### config.mk
export PLATFORM = sky130hd
export DESIGN_NAME = rps_match_referee
export DESIGN_NICKNAME = d
export VERILOG_FILES = /design/src/rtl/rps_match_referee.sv
export SDC_FILE = /design/constraint.sdc
export NUM_CORES = 1
export LEC_CHECK = 0
export ABC_AREA = 1
export BUFFER_PORTS_ARGS = -buffer_cell sky130_fd_sc_hd__buf_4
export CELL_PAD_IN_SITES_DETAIL_PLACEMENT = 1
export CELL_PAD_IN_SITES_GLOBAL_PLACEMENT = 1
export CORE_MARGIN = 4
export CORE_UTILIZATION = 42
export DETAILED_ROUTE_END_ITERATION = 6
export PLACE_DENSITY = 0.8
export SLEW_MARGIN = 20
export SYNTH_ARGS = -nofsm -noshare
export SYNTH_HDL_FRONTEND = slang
export SYNTH_SLANG_ARGS = --single-unit
### constraint.sdc
create_clock -name clk -period 2.2 [get_ports clk]
set_input_delay 0.33 -clock clk [delete_from_list [all_inputs] [get_ports clk]]
set_output_delay 0.33 -clock clk [all_outputs]
set_load 0.02 [all_outputs]
### src/rtl/rps_match_referee.sv
// Best-of-N rock/paper/scissors(/lizard/Spock) referee: locks one move per player, judges, scores.
// Define LIZARD_SPOCK_EN for the five-move game; otherwise only rock/paper/scissors are legal.
module rps_match_referee #(
  parameter int WINS_TO_MATCH = 3,
  parameter int SCORE_W       = 4,
  parameter int MAX_ROUNDS    = 9,
  parameter int ROUND_W       = 4
) (
  input  logic               clk,
  input  logic               reset,
  input  logic [2:0]         p1_move,
  input  logic               p1_valid,
  input  logic [2:0]         p2_move,
  input  logic               p2_valid,
  input  logic               new_match,
  output logic               p1_held,
  output logic               p2_held,
  output logic [1:0]         move_err,
  output logic               round_p1_win,
  output logic               round_p2_win,
  output logic               round_tie,
  output logic [SCORE_W-1:0] p1_score,
  output logic [SCORE_W-1:0] p2_score,
  output logic [ROUND_W-1:0] round_cnt,
  output logic               match_done,
  output logic [1:0]         match_winner
);

  // state  | meaning
  // WAIT   | collecting one move per player
  // JUDGE  | both moves locked; round resolved on exit edge
  // DONE   | match over, results held until new_match
  typedef enum logic [1:0] {
    S_WAIT  = 2'd0,
    S_JUDGE = 2'd1,
    S_DONE  = 2'd2
  } state_t;

  localparam logic [2:0] MV_ROCK     = 3'd1;
  localparam logic [2:0] MV_PAPER    = 3'd2;
  localparam logic [2:0] MV_SCISSORS = 3'd3;
`ifdef LIZARD_SPOCK_EN
  localparam logic [2:0] MV_LIZARD   = 3'd4;
  localparam logic [2:0] MV_SPOCK    = 3'd5;
`endif

  localparam logic [SCORE_W-1:0] WINS_L   = SCORE_W'(WINS_TO_MATCH);
  localparam logic [ROUND_W-1:0] ROUNDS_L = ROUND_W'(MAX_ROUNDS);

  localparam logic [1:0] WIN_NONE = 2'b00;
  localparam logic [1:0] WIN_P1   = 2'b01;
  localparam logic [1:0] WIN_P2   = 2'b10;
  localparam logic [1:0] WIN_DRAW = 2'b11;

  function automatic logic move_legal(input logic [2:0] m);
`ifdef LIZARD_SPOCK_EN
    return (m >= MV_ROCK) && (m <= MV_SPOCK);
`else
    return (m >= MV_ROCK) && (m <= MV_SCISSORS);
`endif
  endfunction

  function automatic logic beats(input logic [2:0] a, input logic [2:0] b);
    logic r;
    r = 1'b0;
    case (a)
`ifdef LIZARD_SPOCK_EN
      MV_ROCK:     r = (b == MV_SCISSORS) || (b == MV_LIZARD);
      MV_PAPER:    r = (b == MV_ROCK)     || (b == MV_SPOCK);
      MV_SCISSORS: r = (b == MV_PAPER)    || (b == MV_LIZARD);
      MV_LIZARD:   r = (b == MV_PAPER)    || (b == MV_SPOCK);
      MV_SPOCK:    r = (b == MV_ROCK)     || (b == MV_SCISSORS);
`else
      MV_ROCK:     r = (b == MV_SCISSORS);
      MV_PAPER:    r = (b == MV_ROCK);
      MV_SCISSORS: r = (b == MV_PAPER);
`endif
      default:     r = 1'b0;
    endcase
    return r;
  endfunction

  state_t             state_q, state_d;
  logic [2:0]         p1_mv_q, p1_mv_d;
  logic [2:0]         p2_mv_q, p2_mv_d;
  logic               p1_held_d, p2_held_d;
  logic [1:0]         move_err_d;
  logic               p1_win_d, p2_win_d, tie_d;
  logic [SCORE_W-1:0] p1_score_d, p2_score_d;
  logic [ROUND_W-1:0] round_cnt_d;
  logic               match_done_d;
  logic [1:0]         match_winner_d;

  always_comb begin
    state_d        = state_q;
    p1_mv_d        = p1_mv_q;
    p2_mv_d        = p2_mv_q;
    p1_held_d      = p1_held;
    p2_held_d      = p2_held;
    move_err_d     = 2'b00;
    p1_win_d       = 1'b0;
    p2_win_d       = 1'b0;
    tie_d          = 1'b0;
    p1_score_d     = p1_score;
    p2_score_d     = p2_score;
    round_cnt_d    = round_cnt;
    match_done_d   = match_done;
    match_winner_d = match_winner;

    // new_match overrides whatever the FSM would have done this edge
    if (new_match) begin
      state_d        = S_WAIT;
      p1_mv_d        = 3'd0;
      p2_mv_d        = 3'd0;
      p1_held_d      = 1'b0;
      p2_held_d      = 1'b0;
      p1_score_d     = '0;
      p2_score_d     = '0;
      round_cnt_d    = '0;
      match_done_d   = 1'b0;
      match_winner_d = WIN_NONE;
    end else begin
      case (state_q)
        S_WAIT: begin
          if (p1_valid && !p1_held) begin
            if (move_legal(p1_move)) begin
              p1_mv_d   = p1_move;
              p1_held_d = 1'b1;
            end else begin
              move_err_d[0] = 1'b1;
            end
          end
          if (p2_valid && !p2_held) begin
            if (move_legal(p2_move)) begin
              p2_mv_d   = p2_move;
              p2_held_d = 1'b1;
            end else begin
              move_err_d[1] = 1'b1;
            end
          end
          if (p1_held_d && p2_held_d) state_d = S_JUDGE;
        end

        S_JUDGE: begin
          p1_held_d   = 1'b0;
          p2_held_d   = 1'b0;
          round_cnt_d = round_cnt + ROUND_W'(1);
          if (beats(p1_mv_q, p2_mv_q)) begin
            p1_win_d   = 1'b1;
            p1_score_d = p1_score + SCORE_W'(1);
          end else if (beats(p2_mv_q, p1_mv_q)) begin
            p2_win_d   = 1'b1;
            p2_score_d = p2_score + SCORE_W'(1);
          end else begin
            tie_d = 1'b1;
          end

          // a match win outranks hitting the round limit on the same round
          if (p1_score_d == WINS_L) begin
            state_d        = S_DONE;
            match_done_d   = 1'b1;
            match_winner_d = WIN_P1;
          end else if (p2_score_d == WINS_L) begin
            state_d        = S_DONE;
            match_done_d   = 1'b1;
            match_winner_d = WIN_P2;
          end else if (round_cnt_d == ROUNDS_L) begin
            state_d        = S_DONE;
            match_done_d   = 1'b1;
            match_winner_d = WIN_DRAW;
          end else begin
            state_d = S_WAIT;
          end
        end

        S_DONE: begin
          state_d = S_DONE;
        end

        default: begin
          state_d = S_WAIT;
        end
      endcase
    end
  end

  always_ff @(posedge clk or posedge reset) begin
    if (reset) begin
      state_q      <= S_WAIT;
      p1_mv_q      <= 3'd0;
      p2_mv_q      <= 3'd0;
      p1_held      <= 1'b0;
      p2_held      <= 1'b0;
      move_err     <= 2'b00;
      round_p1_win <= 1'b0;
      round_p2_win <= 1'b0;
      round_tie    <= 1'b0;
      p1_score     <= '0;
      p2_score     <= '0;
      round_cnt    <= '0;
      match_done   <= 1'b0;
      match_winner <= WIN_NONE;
    end else begin
      state_q      <= state_d;
      p1_mv_q      <= p1_mv_d;
      p2_mv_q      <= p2_mv_d;
      p1_held      <= p1_held_d;
      p2_held      <= p2_held_d;
      move_err     <= move_err_d;
      round_p1_win <= p1_win_d;
      round_p2_win <= p2_win_d;
      round_tie    <= tie_d;
      p1_score     <= p1_score_d;
      p2_score     <= p2_score_d;
      round_cnt    <= round_cnt_d;
      match_done   <= match_done_d;
      match_winner <= match_winner_d;
    end
  end

endmodule

---- Word-level counts from Yosys, hierarchy flattened ----
Cells that the tools add are included.
Widths: inputs -> output; s select.
operators by class
  reductions and logical operators ........ 19
  muxes and demuxes ....................... 73
  magnitude comparators ................... 4
  add/sub/neg operators ................... 3
  equal/unequal tests ..................... 12
operator list
  operator             count
  $mux 4               13
  $mux 1               35
  $mux 2               12
  $mux 3               8
  $add 4x1->4 const B  3
  $eq 3x2->1 const B   4
  $reduce_bool 2->1    6
  $eq 4x2->1 const B   2
  $eq 3x1->1 const B   2
  $ge 3x1->1 const B   2
  $le 3x2->1 const B   2
  $pmux 1 s3           2
  $pmux 2 s3           1
  $reduce_and 3->1     2
  $logic_and 1x1->1    5
  $eq 4x4->1 const B   1
  $pmux 1 s2           2
  $reduce_bool 4->1    1
  $ne 3x3->1 const B   1
  $reduce_bool 3->1    1
  $eq 2x1->1 const B   1
  $eq 2x2->1 const B   1
  $logic_not 1->1      2
  $logic_not 2->1      1
  $reduce_and 2->1     1
storage, ports and cells
  bits in registers ....................... 30

---- Logic depth before layout (Yosys ltp) ----
  word-level depth ........................ 16
  depth in mapped cells ................... 13
  mapped depth without buffers ............ 13

---- Least setup slack after synthesis ----
OpenSTA, ideal clock, no wires.
  path type ............................... register -> register
  start ................................... register p1_score[0]
  end ..................................... register match_winner[0]
  slack ................................... 641 ps
  cell stages (with the launch flop) ...... 11
  buffers on the path ..................... 0
  required time ........................... 2082 ps
  data arrival time ....................... 1441 ps
  clock period less this slack ............ 1559 ps
  path through ............................ dfrtp_1 ha_1 xor2_1 nand2_1 nand2_1 nor2_1 nand2_2 nand3_4 nand2_4 nand3_1 nand2_1
on the way
  longest elaborated chain between the ends .. 8
  elaborated cells between the ends (all ways) .. 10
  classes of those cells .................. 1 x add/sub; 1 x eq/ne; 6 x mux; 2 x reduce/logical
RTL lines
  element                 line  text
  start, declared         22    output logic [SCORE_W-1:0] p1_score,
  start signal, assigned  213   p1_score <= p1_score_d;
  $add 4x1->4             150   p1_score_d = p1_score + SCORE_W'(1);
  $mux 4 (*)              148   if (beats(p1_mv_q, p2_mv_q)) begin
  $mux 4 (*)              123   case (state_q)
  $mux 4 (*)              111   if (new_match) begin
  $eq 4x2->1 (*)          159   if (p1_score_d == WINS_L) begin
  $mux 2                  159
  $mux 2                  123
  $mux 2                  111
  end signal, assigned    217   match_winner <= match_winner_d;
  end, declared           26    output logic [1:0] match_winner
Mark *: on every way between the ends. The rest lies on a longest branch, timed or not. The select of a mux whose other input is x is not followed.
A chain may end at the register's enable or synchronous reset.

---- Worst setup path in the final report ----
  start ................................... register p1_mv_q[2]
  end ..................................... register match_winner[0]
on the way
  longest elaborated chain between the ends .. 14
  elaborated cells between the ends (all ways) .. 25
  classes of those cells .................. 5 x eq/ne; 18 x mux; 2 x reduce/logical
RTL lines
  element                                   line    text
  start, declared                           84      logic [2:0] p1_mv_q, p1_mv_d;
  start signal, assigned                    205     p1_mv_q <= p1_mv_d;
  $eq 3x2->1, or another cell as far along  66, 76
  $pmux 1 s3                                66      case (a)
  $mux 1                                    148
  $mux 1                                    123
  $mux 1                                    111
  $mux 4                                    151     end else if (beats(p2_mv_q, p1_mv_q)) begin
  $mux 4                                    148
  $mux 4                                    123
  $mux 4                                    111
  $eq 4x2->1                                163     end else if (p2_score_d == WINS_L) begin
  $mux 2                                    163
  $mux 2                                    159
  $mux 2                                    123
  $mux 2                                    111
Several ways; a longest one is shown, not always the timed one. The select of a mux whose other input is x is not followed.

==> flow_summary_export.csv <==
group,metric,value,unit
setup_path,cpLargestDelayFamily,"simple AND/OR/NAND/NOR gates",
setup_path,slowest_delay,0.39,ns
setup_path,path_class,"register to register",
final_layout,area_growth,24.3,%
drt,via_per_inst,5.01,
sta,hold_violations,0,
clock_tree,cts_buffers,5,
sta,period_share,80.5,%
drt,num_vias,1489,
yosys,postSynthCellCount,208,
sta,skew,0.00379,ns
setup_path,cp-end-kind,"register",
sta,slew_headroom,73.8,%
grt,grt_pass1_vias,1605,
final_layout,multi_input_area,761,sq um
sta,setup_viol,0,
setup_path,crit_required,2.38,ns
yosys,postSynthAreaPerCell,7.89,sq um
grt,grt_overflow_total,0,
setup_path,critPathLaunchType,"register",
sta,fin_ws,0.429,ns
clock_tree,cts_resized,0,
floorplanning,die_height,70.5,um
grt,grt_pass1_wl,7660,um
sta,worstMarginPinSlew,0.393,ns
yosys,ys_ff_latch,30,
place,hpwlAfterDp,3280,um
pwr,ir_drop,0.508,mV
sta,max_clock_freq,0.565,GHz
grt,grt_use_total,19.9,%
run_status,status,"completed",
floorplanning,design.die.area,4970,sq um
clock_tree,hold_buffers,0,
pwr,p_switching,283,uW
place,dpl_cell_area,1950,sq um
sta,period_minus_slack,1.77,ns
pwr,intPower,849,uW
clock_tree,cts.sinks,30,
floorplanning,die-width,70.5,um
grt,antenna_found_initial,0,
clock_tree,clock_path_buffers,2,
drt,ant_nets,0,
drt,wl,4370,um
pwr,switching_share,25.0,%
drt,drt-pass1-iter-count,4,
setup_path,cp_cell_sequence,"inv_2 -> nand2_1 -> nor2_1 -> nand2_2 -> nand3_2 -> nand2_1 -> nand2_1 -> nor2_1 -> nand2_2 -> nand3_1 -> nand3_1 -> nand2_1",
setup_path,cpMostUsedCell,"nand2_1",
clock_tree,root_buffer,"clkbuf_8",
clock_tree,post_cts.repair.setup_buffers,0,
final_layout,final_area,2040,sq um
setup_path,crit_slowest_cell,"dfrtp_1",
pwr,seqPwrFrac,50.5,%
pwr,power.share.combinational,8.9,%
place,gp_congestion,0.774,
hold_path,hp-class,"input pin to asynchronous set/reset pin",
pwr,finalPower,1.13,mW
drt,remaining_drc_errors,0,
floorplanning,row_count,22,
final_layout,seqCellArea,751,sq um
pwr,total_leakage_power,1.09,nW
place,place_ws,0.468,ns
sta,finalMaxSlewViolations,0,
sta,rsz0062_at_grt,"false",
floorplanning,floorplan.io_pins,33,
final_layout,diodes,0,
place,portBuffers,32,
job,drv_cap,0,
yosys,syn_area,1640,sq um
drt,wire_per_inst,14.7,um
sta,fin_tns_setup,0,ns
clock_tree,path_clk_slew,0.06,ns
setup_path,path_buf_inv,1,
yosys,synth_seq_area_share,45.8,%
final_layout,fillers,494,
floorplanning,coreArea,3720,sq um
yosys,ys.warnings.count,0,
floorplanning,initial_core_util,44.1,%
yosys,synth_cell_types,24,
final_layout,final_layout_size_suffix_gt1_share,24.5,%
yosys,synth_fp_nets,223,
pwr,powerDensity,556,nW/um^2
drt,drt_iter0_markers,55,
final_layout,nNetsFinal,263,
pwr,pwr-share-clk,40.5,%
clock_tree,insertion_delay,0.28,ns
setup_path,cp_data_arrival_time,1.95,ns
clock_tree,h-tree-depth,2,
setup_path,cp_max_fo,6,
grt,grt_max_degree,31,
clock_tree,cts_tree,"built",
## stage by stage
step,std cells,hold slack [ns],util (%)
5_1_grt,297,0.182,54.8
6_report,297,0.126,54.8
3_5_place_dp,289,0.444,52.4
2_1_floorplan,208,0.386,-
4_1_cts,297,0.128,54.8
3_3_place_gp,289,0.440,52.4
## power by group through the flow
stage	combinational [mW]	sequential (mW)	clock (mW)
after floorplan	0.0506	0.587	0
final	0.101	0.572	0.459
after global routing	0.115	0.573	0.494
after detailed placement	0.102	0.582	0
after CTS	0.103	0.572	0.474
after global placement	0.100	0.581	0
## kinds of logic after synthesis
| group | after synthesis | share of synthesized area (%) |
|---|---|---|
| DFF | 30 | 45.8 |
| xor gates and xnor gates | 6 | 3.20 |
| adders and majority gates | 4 | 3.05 |
| buffers and inverters | 32 | 7.86 |
| AOI/OAI and AO/OA | 20 | 7.17 |
| and+or+nand+nor | 116 | 33.0 |
## final timing paths
path / from / slack [ns] / cells past startpoint / end
setup / recovery: p1_mv_q[2] / 0.43 / 12 / match_winner[0]
hold / removal: reset / 0.13 / 3 / match_done
setup reg to reg: p1_mv_q[2] / 0.43 / 12 / match_winner[0]
hold reg to reg: match_done / 0.50 / 2 / match_done
max in group asynchronous: reset / 1.79 / 3 / round_p2_win
min in group clk: new_match / 0.25 / 2 / state_q[1]
## layout by cell type (no fill, tap or decap)
master,n
o21ai_0,10
a211oi_1,1
nand3_4,1
nor2_1,21
a21oi_1,3
nand3_1,30
a21oi_2,1
o22ai_1,3
clkinv_2,1
ha_1,4
nand2_4,1
nor3_1,5
buf_4,35
nand2_2,5
xnor2_1,1
nand2_1,45
inv_2,2
nor2_2,5
inv_1,28
xor2_1,5
o21ai_2,2
clkbuf_8,6
dfrtp_1,30
nand3_2,2
nor4_1,1
clkbuf_1,1
## registers in the layout, summed over array words and instances, names as in the netlist
signal        cells
match_done        1
p1_score          4
p1_held           1
p2_held           1
p1_mv_q           3
match_winner      2
round_tie         1
round_p1_win      1
p2_mv_q           3
move_err          2
p2_score          4
round_cnt         4
round_p2_win      1
state_q           2
## synth_stat cells
| master | count | area, sq um |
|---|---|---|
| nand3_4 | 1 | 17.5 |
| dfrtp_1 | 30 | 751 |
| nand2_1 | 45 | 169 |
| nand3_1 | 30 | 150 |
| inv_1 | 28 | 105 |
| o22ai_1 | 3 | 18.8 |
| nor4_1 | 1 | 6.26 |
| nand2_4 | 1 | 11.3 |
| ha_1 | 4 | 50.1 |
| xor2_1 | 5 | 43.8 |
| nor2_1 | 21 | 78.8 |
| o21ai_2 | 2 | 17.5 |
| o21ai_0 | 10 | 50.1 |
| buf_6 | 1 | 11.3 |
| nor3_1 | 5 | 25.0 |
| a211oi_1 | 1 | 7.51 |
| xnor2_1 | 1 | 8.76 |
| nor2_2 | 5 | 31.3 |
| a21oi_2 | 1 | 8.76 |
| inv_2 | 2 | 7.51 |
| nand3_2 | 2 | 20.0 |
| nand2_2 | 5 | 31.3 |
| a21oi_1 | 3 | 15.0 |
| buf_2 | 1 | 5.00 |
## worst min-delay path: stages
cell   delay, ns
buf_4       0.11
inv_1       0.04
buf_4       0.35
## per-layer routing
metal | up-vias | wire, um | global-route usage [%]
met5 | - | 0 | 0
met3 | 5 | 150 | 5.32
met4 | 0 | 68 | 7.02
met2 | 22 | 2170 | 32.8
li1 | 743 | - | -
met1 | 719 | 1980 | 24.9
## final cells by class
type	count	share of cell area, %
sequential	30	36.8
multi-input combinational	146	37.3
inverter	30	5.52
clock buffer	7	4.24
timing repair buffer	35	12.9
clock inverter	1	0.246
tap	48	2.95
Power figures use the tool's default switching activity.
